--- config.mk ---
export PLATFORM = sky130hd
export DESIGN_NAME = uart_tx_port_flat
export DESIGN_NICKNAME = d
export VERILOG_FILES = /design/src/rtl/uart_tx_port_if.sv /design/src/rtl/uart_tx_port.sv /design/src/flat_wrapper.sv
export SDC_FILE = /design/constraint.sdc
export NUM_CORES = 1
export LEC_CHECK = 0
export BUFFER_PORTS_ARGS = -buffer_cell sky130_fd_sc_hd__clkbuf_2
export CORE_MARGIN = 8
export CORE_UTILIZATION = 29
export DETAILED_ROUTE_END_ITERATION = 6
export PLACE_DENSITY = 0.54
export SLEW_MARGIN = 5
export SYNTH_ARGS = -nofsm -noshare
export SYNTH_HDL_FRONTEND = slang
export SYNTH_SLANG_ARGS = --single-unit
--- constraint.sdc ---
create_clock -name clk_24 -period 1.58 [get_ports clk_24]
set_clock_uncertainty 0.2 [all_clocks]
set_input_delay 0.316 -clock clk_24 [delete_from_list [all_inputs] [get_ports clk_24]]
set_output_delay 0.316 -clock clk_24 [all_outputs]
set_load 0.03 [all_outputs]
--- src/rtl/uart_tx_port_if.sv ---
// CPU-side bus bundle for the memory-mapped serial transmitter page.
// The master drives select/strobe/data and the slave returns read data.
interface uart_tx_port_if;
  logic       cs;
  logic       addr;
  logic       wr_n;
  logic [7:0] din;
  logic [7:0] dout;

  modport master (output cs, output addr, output wr_n, output din, input dout);
  modport slave  (input cs, input addr, input wr_n, input din, output dout);
endinterface

--- src/rtl/uart_tx_port.sv ---
// Memory-mapped 8N1 serial transmitter: the CPU pushes bytes into a small FIFO.
// A bit-timed FSM shifts each byte out LSB first on an idle-high TX line.
module uart_tx_port #(
  parameter int CLK_HZ  = 24000000,
  parameter int BAUD    = 115200,
  parameter int FIFO_AW = 4
) (
  input  logic           clk_24,
  input  logic           reset_n,
  uart_tx_port_if.slave  bus,
  output logic           tx,
  output logic           busy
);

  localparam int DIV   = CLK_HZ / BAUD;
  localparam int CNT_W = (DIV > 1) ? $clog2(DIV) : 1;
  localparam int DEPTH = 2 ** FIFO_AW;

  localparam logic [FIFO_AW:0]   CNT_ZERO = {(FIFO_AW + 1){1'b0}};
  localparam logic [FIFO_AW:0]   CNT_ONE  = {{FIFO_AW{1'b0}}, 1'b1};
  localparam logic [FIFO_AW:0]   CNT_FULL = (FIFO_AW + 1)'(DEPTH);
  localparam logic [FIFO_AW-1:0] PTR_ONE  = FIFO_AW'(1'b1);
  localparam logic [CNT_W-1:0]   BAUD_TOP = CNT_W'(DIV - 1);
  localparam logic [CNT_W-1:0]   BAUD_ONE = CNT_W'(1'b1);

  typedef enum logic [1:0] {
    IDLE  = 2'd0,
    START = 2'd1,
    DATA  = 2'd2,
    STOP  = 2'd3
  } state_t;

  logic [1:0]         rst_sync_r;
  logic               rst_n_s;
  logic               we_s;
  logic               we_q_r;
  logic               we_rise_s;
  logic               data_wr_s;
  logic               ctrl_wr_s;
  logic               flush_s;
  logic               ovf_clr_s;
  logic               push_s;
  logic               drop_s;
  logic               pop_s;
  logic               full_s;
  logic               ovf_r;
  logic [7:0]         mem_r [DEPTH];
  logic [FIFO_AW-1:0] wr_ptr_r;
  logic [FIFO_AW-1:0] rd_ptr_r;
  logic [FIFO_AW:0]   count_r;
  state_t             state_r;
  state_t             state_nx;
  logic [CNT_W-1:0]   baud_cnt_r;
  logic [CNT_W-1:0]   baud_nx;
  logic               baud_wrap_s;
  logic [2:0]         bit_idx_r;
  logic [2:0]         bit_nx;
  logic [7:0]         shift_r;
  logic [7:0]         shift_nx;
  logic               tx_nx;
  logic               tx_r;
  logic               busy_r;
  logic [4:0]         count5_s;
  logic [7:0]         status_s;

  // Reset asserts immediately and releases two clocks later, synchronous to clk_24
  always_ff @(posedge clk_24 or negedge reset_n) begin
    if (!reset_n) begin
      rst_sync_r <= 2'b00;
    end else begin
      rst_sync_r <= {rst_sync_r[0], 1'b1};
    end
  end

  assign rst_n_s = rst_sync_r[1];

  // A held strobe must act only once, so only its rising edge counts
  assign we_s      = bus.cs & ~bus.wr_n;
  assign we_rise_s = we_s & ~we_q_r;
  assign data_wr_s = we_rise_s & ~bus.addr;
  assign ctrl_wr_s = we_rise_s & bus.addr;
  assign flush_s   = ctrl_wr_s & bus.din[0];
  assign ovf_clr_s = ctrl_wr_s & bus.din[1];
  assign full_s    = (count_r == CNT_FULL);
  // A simultaneous pop frees a slot, so a write to a full FIFO still lands
  assign push_s    = data_wr_s & (~full_s | pop_s);
  assign drop_s    = data_wr_s & full_s & ~pop_s;

  // Registered copy of the write strobe for edge detection
  always_ff @(posedge clk_24 or negedge rst_n_s) begin
    if (!rst_n_s) begin
      we_q_r <= 1'b0;
    end else begin
      we_q_r <= we_s;
    end
  end

  // FIFO storage, written only on an accepted push
  always_ff @(posedge clk_24) begin
    if (push_s) begin
      mem_r[wr_ptr_r] <= bus.din;
    end
  end

  // FIFO pointers and occupancy; a flush discards everything not yet popped
  always_ff @(posedge clk_24 or negedge rst_n_s) begin
    if (!rst_n_s) begin
      wr_ptr_r <= {FIFO_AW{1'b0}};
      rd_ptr_r <= {FIFO_AW{1'b0}};
      count_r  <= CNT_ZERO;
    end else begin
      if (push_s) begin
        wr_ptr_r <= wr_ptr_r + PTR_ONE;
      end
      if (flush_s) begin
        rd_ptr_r <= wr_ptr_r;
        count_r  <= CNT_ZERO;
      end else begin
        if (pop_s) begin
          rd_ptr_r <= rd_ptr_r + PTR_ONE;
        end
        case ({push_s, pop_s})
          2'b10:   count_r <= count_r + CNT_ONE;
          2'b01:   count_r <= count_r - CNT_ONE;
          default: count_r <= count_r;
        endcase
      end
    end
  end

  // Sticky overflow flag, cleared only by a CTRL write
  always_ff @(posedge clk_24 or negedge rst_n_s) begin
    if (!rst_n_s) begin
      ovf_r <= 1'b0;
    end else if (ovf_clr_s) begin
      ovf_r <= 1'b0;
    end else if (drop_s) begin
      ovf_r <= 1'b1;
    end
  end

  assign baud_wrap_s = (baud_cnt_r == BAUD_TOP);

  // Frame sequencer next-state, pop request and serial bit selection
  always_comb begin
    state_nx = state_r;
    baud_nx  = baud_cnt_r;
    bit_nx   = bit_idx_r;
    shift_nx = shift_r;
    pop_s    = 1'b0;
    tx_nx    = 1'b1;
    case (state_r)
      IDLE: begin
        tx_nx = 1'b1;
        if (count_r != CNT_ZERO) begin
          pop_s    = 1'b1;
          shift_nx = mem_r[rd_ptr_r];
          baud_nx  = {CNT_W{1'b0}};
          bit_nx   = 3'd0;
          state_nx = START;
        end else begin
          state_nx = IDLE;
        end
      end
      START: begin
        tx_nx = 1'b0;
        if (baud_wrap_s) begin
          baud_nx  = {CNT_W{1'b0}};
          state_nx = DATA;
        end else begin
          baud_nx = baud_cnt_r + BAUD_ONE;
        end
      end
      DATA: begin
        tx_nx = shift_r[0];
        if (baud_wrap_s) begin
          baud_nx  = {CNT_W{1'b0}};
          shift_nx = {1'b0, shift_r[7:1]};
          if (bit_idx_r == 3'd7) begin
            state_nx = STOP;
          end else begin
            bit_nx = bit_idx_r + 3'd1;
          end
        end else begin
          baud_nx = baud_cnt_r + BAUD_ONE;
        end
      end
      STOP: begin
        tx_nx = 1'b1;
        if (baud_wrap_s) begin
          baud_nx  = {CNT_W{1'b0}};
          state_nx = IDLE;
        end else begin
          baud_nx = baud_cnt_r + BAUD_ONE;
        end
      end
      default: begin
        tx_nx    = 1'b1;
        state_nx = IDLE;
      end
    endcase
  end

  // Frame sequencer state and datapath registers
  always_ff @(posedge clk_24 or negedge rst_n_s) begin
    if (!rst_n_s) begin
      state_r    <= IDLE;
      baud_cnt_r <= {CNT_W{1'b0}};
      bit_idx_r  <= 3'd0;
      shift_r    <= 8'h00;
    end else begin
      state_r    <= state_nx;
      baud_cnt_r <= baud_nx;
      bit_idx_r  <= bit_nx;
      shift_r    <= shift_nx;
    end
  end

  // Registered line and busy outputs; reset forces the line idle at once
  always_ff @(posedge clk_24 or negedge rst_n_s) begin
    if (!rst_n_s) begin
      tx_r   <= 1'b1;
      busy_r <= 1'b0;
    end else begin
      tx_r   <= tx_nx;
      busy_r <= (state_r != IDLE) | (count_r != CNT_ZERO);
    end
  end

  assign tx       = tx_r;
  assign busy     = busy_r;
  assign count5_s = 5'(count_r);
  assign status_s = {full_s, ovf_r, busy_r, count5_s};
  assign bus.dout = bus.addr ? status_s : 8'h00;

endmodule

--- src/flat_wrapper.sv ---
// flat-port wrapper written by rule: the top's interface ports become plain ports
module uart_tx_port_flat 
#(
  parameter int CLK_HZ  = 24000000,
  parameter int BAUD    = 115200,
  parameter int FIFO_AW = 4
)
  (clk_24, reset_n, tx, busy, bus_cs, bus_addr, bus_wr_n, bus_din, bus_dout);
  uart_tx_port_if bus_i ();
  input  logic clk_24;
  input  logic reset_n;
  output logic tx;
  output logic busy;
  input wire logic [$bits(bus_i.cs)-1:0] bus_cs;
  input wire logic [$bits(bus_i.addr)-1:0] bus_addr;
  input wire logic [$bits(bus_i.wr_n)-1:0] bus_wr_n;
  input wire logic [$bits(bus_i.din)-1:0] bus_din;
  output wire logic [$bits(bus_i.dout)-1:0] bus_dout;
  assign bus_i.cs = bus_cs;
  assign bus_i.addr = bus_addr;
  assign bus_i.wr_n = bus_wr_n;
  assign bus_i.din = bus_din;
  assign bus_dout = bus_i.dout;
  uart_tx_port #(.CLK_HZ(CLK_HZ), .BAUD(BAUD), .FIFO_AW(FIFO_AW)) u_core (.clk_24(clk_24), .reset_n(reset_n), .bus(bus_i), .tx(tx), .busy(busy));
endmodule
After elaboration in Yosys (flattened, before gate mapping). Memory sizes are Yosys's and may differ from the RTL's. Cells that the tools add are included.

Bits in registers: 40. Memory bits (writable): 128. Input bits: 13. Output and inout port bits: 10. Word-level logic and storage cells: 89. Memories kept: 1.

Memories: u_core.mem_r (words 16, bits a word 8, read ports 1, clocked after Yosys merged registers in 0, write ports 1, RTL line uart_tx_port.sv:47) `logic [7:0] mem_r [DEPTH];`.

$add $sub $neg: 6. Equal/unequal tests: 14. Mux-type cells: 28. Bitwise operators: 16. Reductions and logical operators: 12.

Operators with widths (count): 8-bit 2-to-1 mux (5); 8-bit case mux with 2 select lines (2); 2-bit by 1-bit inequality test with 1-bit output, second input constant (5); 5-bit case mux with 2 select lines (1); 1-bit bitwise AND (9); 3-bit 2-to-1 mux (3); 4-bit by 1-bit adder with 4-bit output, second input constant (2); 8-bit by 1-bit adder with 8-bit output, second input constant (1); 8-bit equality test, second input constant (1); 2-bit 2-to-1 mux (4); 4-bit 2-to-1 mux (2); 2-bit case mux with 4 select lines (1); 4-bit AND reduction (2); 2-bit nonzero test (4); 1-bit 2-to-1 mux (7); 2-bit equality test, second input constant (3); 3-bit case mux with 2 select lines (1); 5-bit by 1-bit adder with 5-bit output, second input constant (1); 5-bit equality test, second input constant (1); 5-bit 2-to-1 mux (1); 1-bit inverter (5); 5-bit nonzero test (1); 5-bit by 1-bit subtractor with 5-bit output, second input constant (1); 2-bit by 1-bit equality test with 1-bit output, second input constant (2); 10 further kinds (11).

Depth between registers and ports, before layout. Gate-level depths: netlist of the first run.

Depth in word-level cells: 8. Gate-level depth with buffers: 15. Depth with buffers taken out: 13.

Worst setup path after synthesis of the first run. Ideal clock, no wire load.

Path type: reg-to-reg. Start point: register u_core.count_r[2] (netlist: u_core.count5_s[2]). End point: register u_core.count_r[4] (netlist: u_core.count5_s[4]). Setup time: 0.066 ns. Arrival time: 3.161 ns. Data required time: 1.314 ns. Setup slack: -1.847 ns. Cell stages (with the launch flop): 16. Buffers on the path: 3. Period minus slack after synthesis: 3.427 ns. Path through: dfrtp_1 -> buf_6 -> or4_4 -> buf_6 -> nor3b_2 -> nor3b_2 -> inv_1 -> ha_1 -> clkbuf_1 -> xor2_1 -> ha_1 -> a21o_1 -> a22oi_1 -> o211a_1 -> or4_1 -> nand2_1.

Longest elaborated chain between the ends: 8. Elaborated cells between the ends (all ways): 14. Classes of those cells: add/sub: 2; eq/ne: 3; mux: 4; bitwise: 3; reduce/logical: 2.

RTL lines: start: declaration (RTL line uart_tx_port.sv:50) `logic [FIFO_AW:0] count_r;`; start signal: assignment (RTL line uart_tx_port.sv:123) `2'b10: count_r <= count_r + CNT_ONE;`; start signal: assignment (RTL line uart_tx_port.sv:124) `2'b01: count_r <= count_r - CNT_ONE;`; start signal: assignment (RTL line uart_tx_port.sv:125) `default: count_r <= count_r;`; 5-bit nonzero test (RTL line uart_tx_port.sv:155) `if (count_r != CNT_ZERO) begin`; 1-bit 2-to-1 mux (RTL line uart_tx_port.sv:155); 1-bit 2-to-1 mux (RTL line uart_tx_port.sv:152) `case (state_r)`; 1-bit OR (RTL line uart_tx_port.sv:86) `assign push_s = data_wr_s & (~full_s | pop_s);`; 1-bit bitwise AND (RTL line uart_tx_port.sv:86); 2-bit by 1-bit equality test with 1-bit output or 2-bit equality test (tied branches) (RTL line uart_tx_port.sv:122) `case ({push_s, pop_s})`; 5-bit case mux with 2 select lines (RTL line uart_tx_port.sv:122); 5-bit 2-to-1 mux (RTL line uart_tx_port.sv:115) `if (flush_s) begin`.

Parallel ways exist; a longest one is shown, timed or not. A chain may end at the register's enable or synchronous reset.

Worst setup path after layout of the first run.
Start point: register u_core.count_r[3] (netlist: u_core.count5_s[3]). End point: register u_core.count_r[4] (netlist: u_core.count5_s[4]).

The elaborated chain is that of the path after synthesis.

==> results of run 1 <==
-- layout by cell type (no fill, tap or decap), types with 12 or more instances in the layout --
cell type / n
buf_4: 60
dfrtp_1: 37
buf_6: 12
nand2_1: 32
mux4_2: 19
mux2i_1: 30
edfxtp_1: 128
a22oi_1: 16
nor2_4: 14
clkbuf_16: 17
nor2_1: 17
clkbuf_2: 13
-- layer usage --
layer | track usage, % | vias up | wire length, um
met5 | 0 | - | 0
met4 | 3.88 | 0 | 274
met3 | 1.96 | 18 | 423
met2 | 19.3 | 71 | 8490
met1 | 13.4 | 2209 | 7220
li1 | - | 2021 | -
-- kinds of logic after synthesis --
logic type	share of synthesized area [%]
buffers and inverters	2.57
muxes	10.4
xor gates and xnor gates	1.46
adders and majority gates	2.60
AOI/OAI and AO/OA	7.43
and+or+nand+nor	8.29
other	0.0520
DFF	67.2
-- metrics by stage --
stage               setup TNS [ns]  power [mW]  worst slack [ns]
floorplan                   -98.96        9.75             -1.70
CTS                        -105.14        16.6             -1.46
global placement           -117.31        11.8             -1.41
finish                     -106.35        16.7             -1.47
global route               -116.17        17.6             -1.57
detailed placement         -125.87        12.0             -1.46
-- cells in the mapped netlist (10+ instances only) --
cell,instances,share of area [%]
nor2_1,30,1.6
nand2_1,36,1.9
ha_1,15,2.6
mux2i_1,30,4.2
a21oi_1,13,0.90
clkbuf_1,10,0.52
o21ai_0,12,0.83
a22oi_1,16,1.7
inv_1,11,0.57
edfxtp_1,128,53
dfrtp_1,39,14
mux4_2,19,5.9
-- path summary, 6_finish.rpt --
| check | start | endpoint | slack [ns] |
|---|---|---|---|
| max | u_core.count5_s[3] | u_core.count5_s[4] | -1.47 |
| min | reset_n | u_core.rst_sync_r[1] | 0.009 |
| max reg2reg | u_core.count5_s[3] | u_core.count5_s[4] | -1.47 |
| min reg2reg | u_core.rst_sync_r[1] | u_core.busy | 0.04 |
| max in group asynchronous | u_core.rst_sync_r[1] | u_core.tx | 0.87 |
| min in group clk_24 | bus_din[7] | u_core.mem_r[1][7] | 0.10 |
-- final cells by class --
type | instances | area share (%)
Sequential cell | 168 | 51.4
Multi-Input combinational cell | 274 | 26.7
Tap cell | 324 | 4.30
Clock buffer | 18 | 4.55
Inverter | 12 | 0.478
Clock inverter | 14 | 1.70
Timing Repair Buffer | 107 | 10.9
-- state kept, by name, indices dropped and copies added (netlist names), 2 cells and up --
register and cells:
u_core.mem_r 128, u_core.baud_cnt_r 8, u_core.shift_r 8, u_core.count5_s 5, u_core.rd_ptr_r 4, u_core.wr_ptr_r 4, u_core.bit_idx_r 3, u_core.rst_sync_r 2
u_core.state_r 2
-- power breakdown --
part	switching, mW	internal (mW)	total (mW)
clock network	1.87	2.25	4.11
registers	0.291	5.23	5.52
logic	3.60	3.46	7.05
total	5.75	10.9	16.7
-- repair_timing --
action / 4_1_cts / 5_1_grt
hold buffers: 2 / 0
pin swaps: 19 / 11
setup endpoints to repair: 173 / 174
gates cloned: 0 / 0
resized for setup: 56 / 29
endpoints found under the hold margin: 3 / 0
buffers inserted: 8 / 4
==> results.json, run 1 <==
{
  "p_leak_nw": 3.43,
  "cts_made_buffers": 17,
  "mappedNetlistNets": 507,
  "r2r_cells": 13,
  "chipWidth_um": 174,
  "final_layout_size_suffix_gt1_share_pct": 36.1,
  "global_route_wire_length_before_repair_um": 25500,
  "post_detailed_placement_half_perimeter_wirelength_um": 11100,
  "totalWireLength_um": 16400,
  "synth_enable_flop_cells": 128,
  "dpl-instance-area_um2": 8340,
  "initial_core_util_pct": 29.6,
  "synth.lib_cells_used.distinct": 54,
  "area_growth_pct": 30.7,
  "place.detailed.instances": 873,
  "wl_per_cell_um": 17.9,
  "number_of_buffers_and_inverters_on_the_critical_path": 3,
  "postSynth.asyncResetShare_pct": 23.8,
  "syn_inst": 479,
  "num_vias": 4319,
  "synth-seq-area-share_pct": 67.2,
  "power.density_nw_per_um2": 1770,
  "sequential_cell_area_um2": 4850,
  "final_non_filler_cells": 917,
  "synthFlopType": "edfxtp_1",
  "layout.core_utilization_pct": 38.7,
  "status": "finished with violations",
  "chipHeight_um": 174,
  "postSynthRegisterBits": 168,
  "row_count": 57,
  "drt.antenna.violating_nets": 0,
  "final-max-slew-violation-count": 0,
  "final.fill_count": 2274,
  "clock_sink_count": 168,
  "buffer_ports.inserted": 22,
  "max_clock_freq_mhz": 328,
  "yosys_warnings": 0,
  "gp_congestion": 0.773,
  "final.hold.worst_slack_ns": 0.00876,
  "critical-path-top-cell-by-count": "buf_6",
  "finalCriticalPeriod_ns": 3.05,
  "detail_route.vias_per_cell": 4.71,
  "cp_num_cells": 13,
  "dr.first_iter.drc_count": 318,
  "worst_ir_drop_vdd_mv": 1.11,
  "grt_antenna_before_repair": 0,
  "worst_setup_path_end_kind": "flip-flop",
  "syn_area_um2": 7210,
  "timing.slew.headroom_pct": 64.2,
  "arrival_ns": 3.20,
  "worst_slew_pin_slew_ns": 0.532,
  "pin_count_of_the_biggest_net_entering_global_routing": 39,
  "drv.max_cap_violation_count": 0,
  "hold_viol": 0,
  "average_cell_area_after_synthesis_um2": 15.1,
  "final_cell_area_um2": 9430,
  "crit_fanout": 3,
  "core_area_um2": 24400,
  "number_of_failing_setup_endpoints_in_the_final_timing_report": 173,
  "fin_nets": 608,
  "grt_overflow_total": 0,
  "floorplan.die_area_um2": 30200,
  "multi_input_comb_area_um2": 2520,
  "ctsLongestPathBuffers": 2,
  "first_global_vias": 4583,
  "num_antenna_cells": 0,
  "critPathSlowestCell": "or4_4",
  "required_ns": 1.74,
  "critical_path.startpoint_type": "flip-flop",
  "dr.pass1.iters": 5,
  "cpLargestDelayFamily": "simple AND/OR/NAND/NOR gates",
  "grt_setup_unrepaired": "true",
  "ios": 23,
  "class_of_the_tightest_hold_or_removal_check": "in2async",
  "crit_type": "reg2reg",
  "timing.critical_path.cells": "or4_4, buf_6, o21ai_4, inv_2, ha_4, xor2_1, ha_2, buf_6, nand2b_1, a22oi_1, o211a_1, or4_1, nand2_1",
  "worstSkewPairLatency_ns": 0.43,
  "failed_checks": "negative setup slack",
  "post-route-drc-count": 0,
  "clk_pin_slew_worst_paths_ns": 0.07,
  "ctsHtreeMaxLevel": 4,
  "ctsRootBufferMaster": "clkbuf_16",
  "timing.final.crit_share_pct": 193,
  "post-route-worst-setup-slack_ns": -1.47,
  "track_usage_pct": 11.0,
  "critical-path-max-stage-delay_ns": 0.58,
  "clock_tree_from_tritoncts": "done"
}
Note: power is estimated with default switching activity, not from simulation.
==> run 2: changes to the inputs <==
--- a/config.mk
+++ b/config.mk
@@ -9,7 +9,7 @@
 export CORE_MARGIN = 8
 export CORE_UTILIZATION = 29
 export DETAILED_ROUTE_END_ITERATION = 6
-export PLACE_DENSITY = 0.54
+export PLACE_DENSITY = 0.52
 export SLEW_MARGIN = 5
 export SYNTH_ARGS = -nofsm -noshare
 export SYNTH_HDL_FRONTEND = slang
==> constraint.sdc (replaced) <==
create_clock -name clk_24 -period 3.6 [get_ports clk_24]
set_clock_uncertainty 0.2 [all_clocks]
set_input_delay 0.72 -clock clk_24 [delete_from_list [all_inputs] [get_ports clk_24]]
set_output_delay 0.72 -clock clk_24 [all_outputs]
set_load 0.03 [all_outputs]
==> run 2 against run 1 <==
The flow now finishes without violations. Non-clock buffer count fell by 58. Clock power fell by 57%. Die area did not move. Wire length fell by 9.1%.
==> results.json, run 2 (synthesis results as in run 1) <==
{
  "clock_power_share_pct": 27.6,
  "drt.antenna.violating_nets": 0,
  "post-route-worst-setup-slack_ns": 0.380,
  "pin_count_of_the_biggest_net_entering_global_routing": 39,
  "totalWireLength_um": 14900,
  "worstSkewPairLatency_ns": 0.42,
  "grt_overflow_total": 0,
  "largest_register": "u_core.mem_r",
  "status": "completed",
  "clock_sink_count": 168,
  "cts_repair_resize_count": 0,
  "reg_top3": "u_core.mem_r: 128 flops, u_core.baud_cnt_r: 8 flops, u_core.shift_r: 8 flops",
  "chipWidth_um": 174,
  "setup_tns_ns": 0,
  "timing.critical_path.cells": "or4_4, nor3b_2, nor3b_2, inv_1, ha_1, xor2_1, ha_1, a21o_1, a22oi_1, o211a_1, or4_1, nand2_1",
  "detail_route.vias_per_cell": 4.65,
  "class_of_the_tightest_hold_or_removal_check": "reg2reg",
  "worst_slew_pin_slew_ns": 0.871,
  "initial_core_util_pct": 29.6,
  "hold_viol": 0,
  "first_global_vias": 4121,
  "num_vias": 3991,
  "power.density_nw_per_um2": 758,
  "gp_congestion": 0.770,
  "timing.rr.end": "u_core.count5_s[4]",
  "worst-r2r-setup-slack_ns": 0.38,
  "post_detailed_placement_half_perimeter_wirelength_um": 9870,
  "hold_start": "u_core.rst_sync_r[0]",
  "crit_type": "reg2reg",
  "clock_tree_from_tritoncts": "done",
  "timing.final.crit_share_pct": 89.4,
  "grt_antenna_before_repair": 0,
  "final.fill_count": 2357,
  "final_cell_mix": "edfxtp_1 (128), dfrtp_1 (37), nand2_1 (36)",
  "dr.pass1.iters": 4,
  "critical_path.startpoint_type": "flip-flop",
  "arrival_ns": 3.37,
  "cellInternalPower_mw": 4.19,
  "post-route-drc-count": 0,
  "netSwitchingPower_mw": 2.17,
  "final_layout_size_suffix_gt1_share_pct": 21.3,
  "fin_nets": 550,
  "ios": 23,
  "dr.first_iter.drc_count": 261,
  "cts_made_buffers": 17,
  "ctsRootBufferMaster": "clkbuf_16",
  "worst_ir_drop_vdd_mv": 0.356,
  "track_usage_pct": 10.0,
  "area_growth_pct": 16.2,
  "place_ws_ns": 0.408,
  "sequential_cell_area_um2": 4850,
  "floorplan.die_area_um2": 30200,
  "max_clock_freq_mhz": 311,
  "post_cts_setup_buffer_count": 0,
  "comb_power_share_pct": 32.2,
  "rr_startpoint": "u_core.count5_s[2]",
  "clk_pin_slew_worst_paths_ns": 0.06,
  "final-max-slew-violation-count": 0,
  "number_of_failing_setup_endpoints_in_the_final_timing_report": 0,
  "grt_setup_unrepaired": "false",
  "p_leak_nw": 3.02,
  "largest_reg_flops": 128,
  "timing.slew.headroom_pct": 41.9,
  "required_ns": 3.75,
  "row_count": 57,
  "drv.max_cap_violation_count": 0,
  "crit_fanout": 9,
  "worst_setup_path_end_kind": "flip-flop",
  "power_switching_share_pct": 34.1,
  "global_route_wire_length_before_repair_um": 23200,
  "finalCriticalPeriod_ns": 3.22,
  "critical-path-max-stage-delay_ns": 0.61,
  "ctsLongestPathBuffers": 2,
  "multi_input_comb_area_um2": 2180,
  "chipHeight_um": 174,
  "layout_commonest_cell": "edfxtp_1",
  "power.share.sequential_pct": 40.2,
  "min_delay_path_depth": 0,
  "wl_per_cell_um": 17.4,
  "ctsHtreeMaxLevel": 4,
  "buffer_ports.inserted": 22,
  "core_area_um2": 24400,
  "critPathSlowestCell": "or4_4",
  "num_antenna_cells": 0,
  "r2r_cells": 12,
  "hold_end": "u_core.rst_sync_r[1]"
}
-- run 2: layout make-up --
cell class	count	area share, %
Sequential cell	168	57.9
Multi-Input combinational cell	274	26.0
Clock buffer	18	5.12
Tap cell	324	4.84
Timing Repair Buffer	49	3.91
Clock inverter	14	1.69
Inverter	12	0.538
-- run 2: worst max-delay path by stage --
stage / start / end / slack [ns]
2_1_floorplan: bus_cs / u_core.count5_s[4] / 0.09
3_3_place_gp: bus_cs / u_core.count5_s[4] / 0.45
3_5_place_dp: bus_cs / u_core.count5_s[4] / 0.41
4_1_cts: u_core.count5_s[2] / u_core.count5_s[4] / 0.38
5_1_grt: u_core.count5_s[3] / u_core.count5_s[4] / 0.21
6_report: u_core.count5_s[2] / u_core.count5_s[4] / 0.38
-- run 2: metal layers --
| layer | up-vias | GRT usage [%] | wire (um) |
|---|---|---|---|
| li1 | 1904 | - | - |
| met1 | 2001 | 12.4 | 6560 |
| met5 | - | 0 | 0 |
| met4 | 0 | 4.10 | 257 |
| met3 | 15 | 2.00 | 587 |
| met2 | 71 | 16.9 | 7510 |
-- run 2: worst max-delay path, delay by kind of cell (launching register included) --
family / cells / cell delay, ns
DFF: 1 / 0.46
xor gates and xnor gates: 1 / 0.16
adders and majority gates: 2 / 0.41
and+or+nand+nor: 5 / 1.41
buffers and inverters: 1 / 0.08
AOI/OAI and AO/OA: 3 / 0.43
-- run 2: power groups by stage --
| stage | Clock [mW] | Combinational, mW | Sequential, mW |
|---|---|---|---|
| after CTS | 1.79 | 2.09 | 2.56 |
| after global routing | 1.87 | 2.26 | 2.59 |
| after detailed placement | 0 | 2.08 | 2.60 |
| final | 1.75 | 2.05 | 2.55 |
| after floorplan | 0 | 1.69 | 2.46 |
| after global placement | 0 | 2.03 | 2.58 |
-- run 2: metrics by stage --
step	utilization [%]	total power, mW	instance area (um2)	hold slack, ns	std cells
3_5_place_dp	32.0	4.67	7800	0.140	826
3_3_place_gp	32.0	4.61	7800	0.141	826
2_1_floorplan	-	4.15	7210	0.131	479
4_1_cts	34.3	6.44	8380	0.156	859
5_1_grt	34.3	6.72	8380	0.169	859
6_report	34.3	6.35	8380	0.153	859
-- run 2: timing repair --
action / CTS / global route
hold buffers: 1 / 0
endpoints found under the setup margin: 0 / 0
hold endpoints to repair: 2 / 0
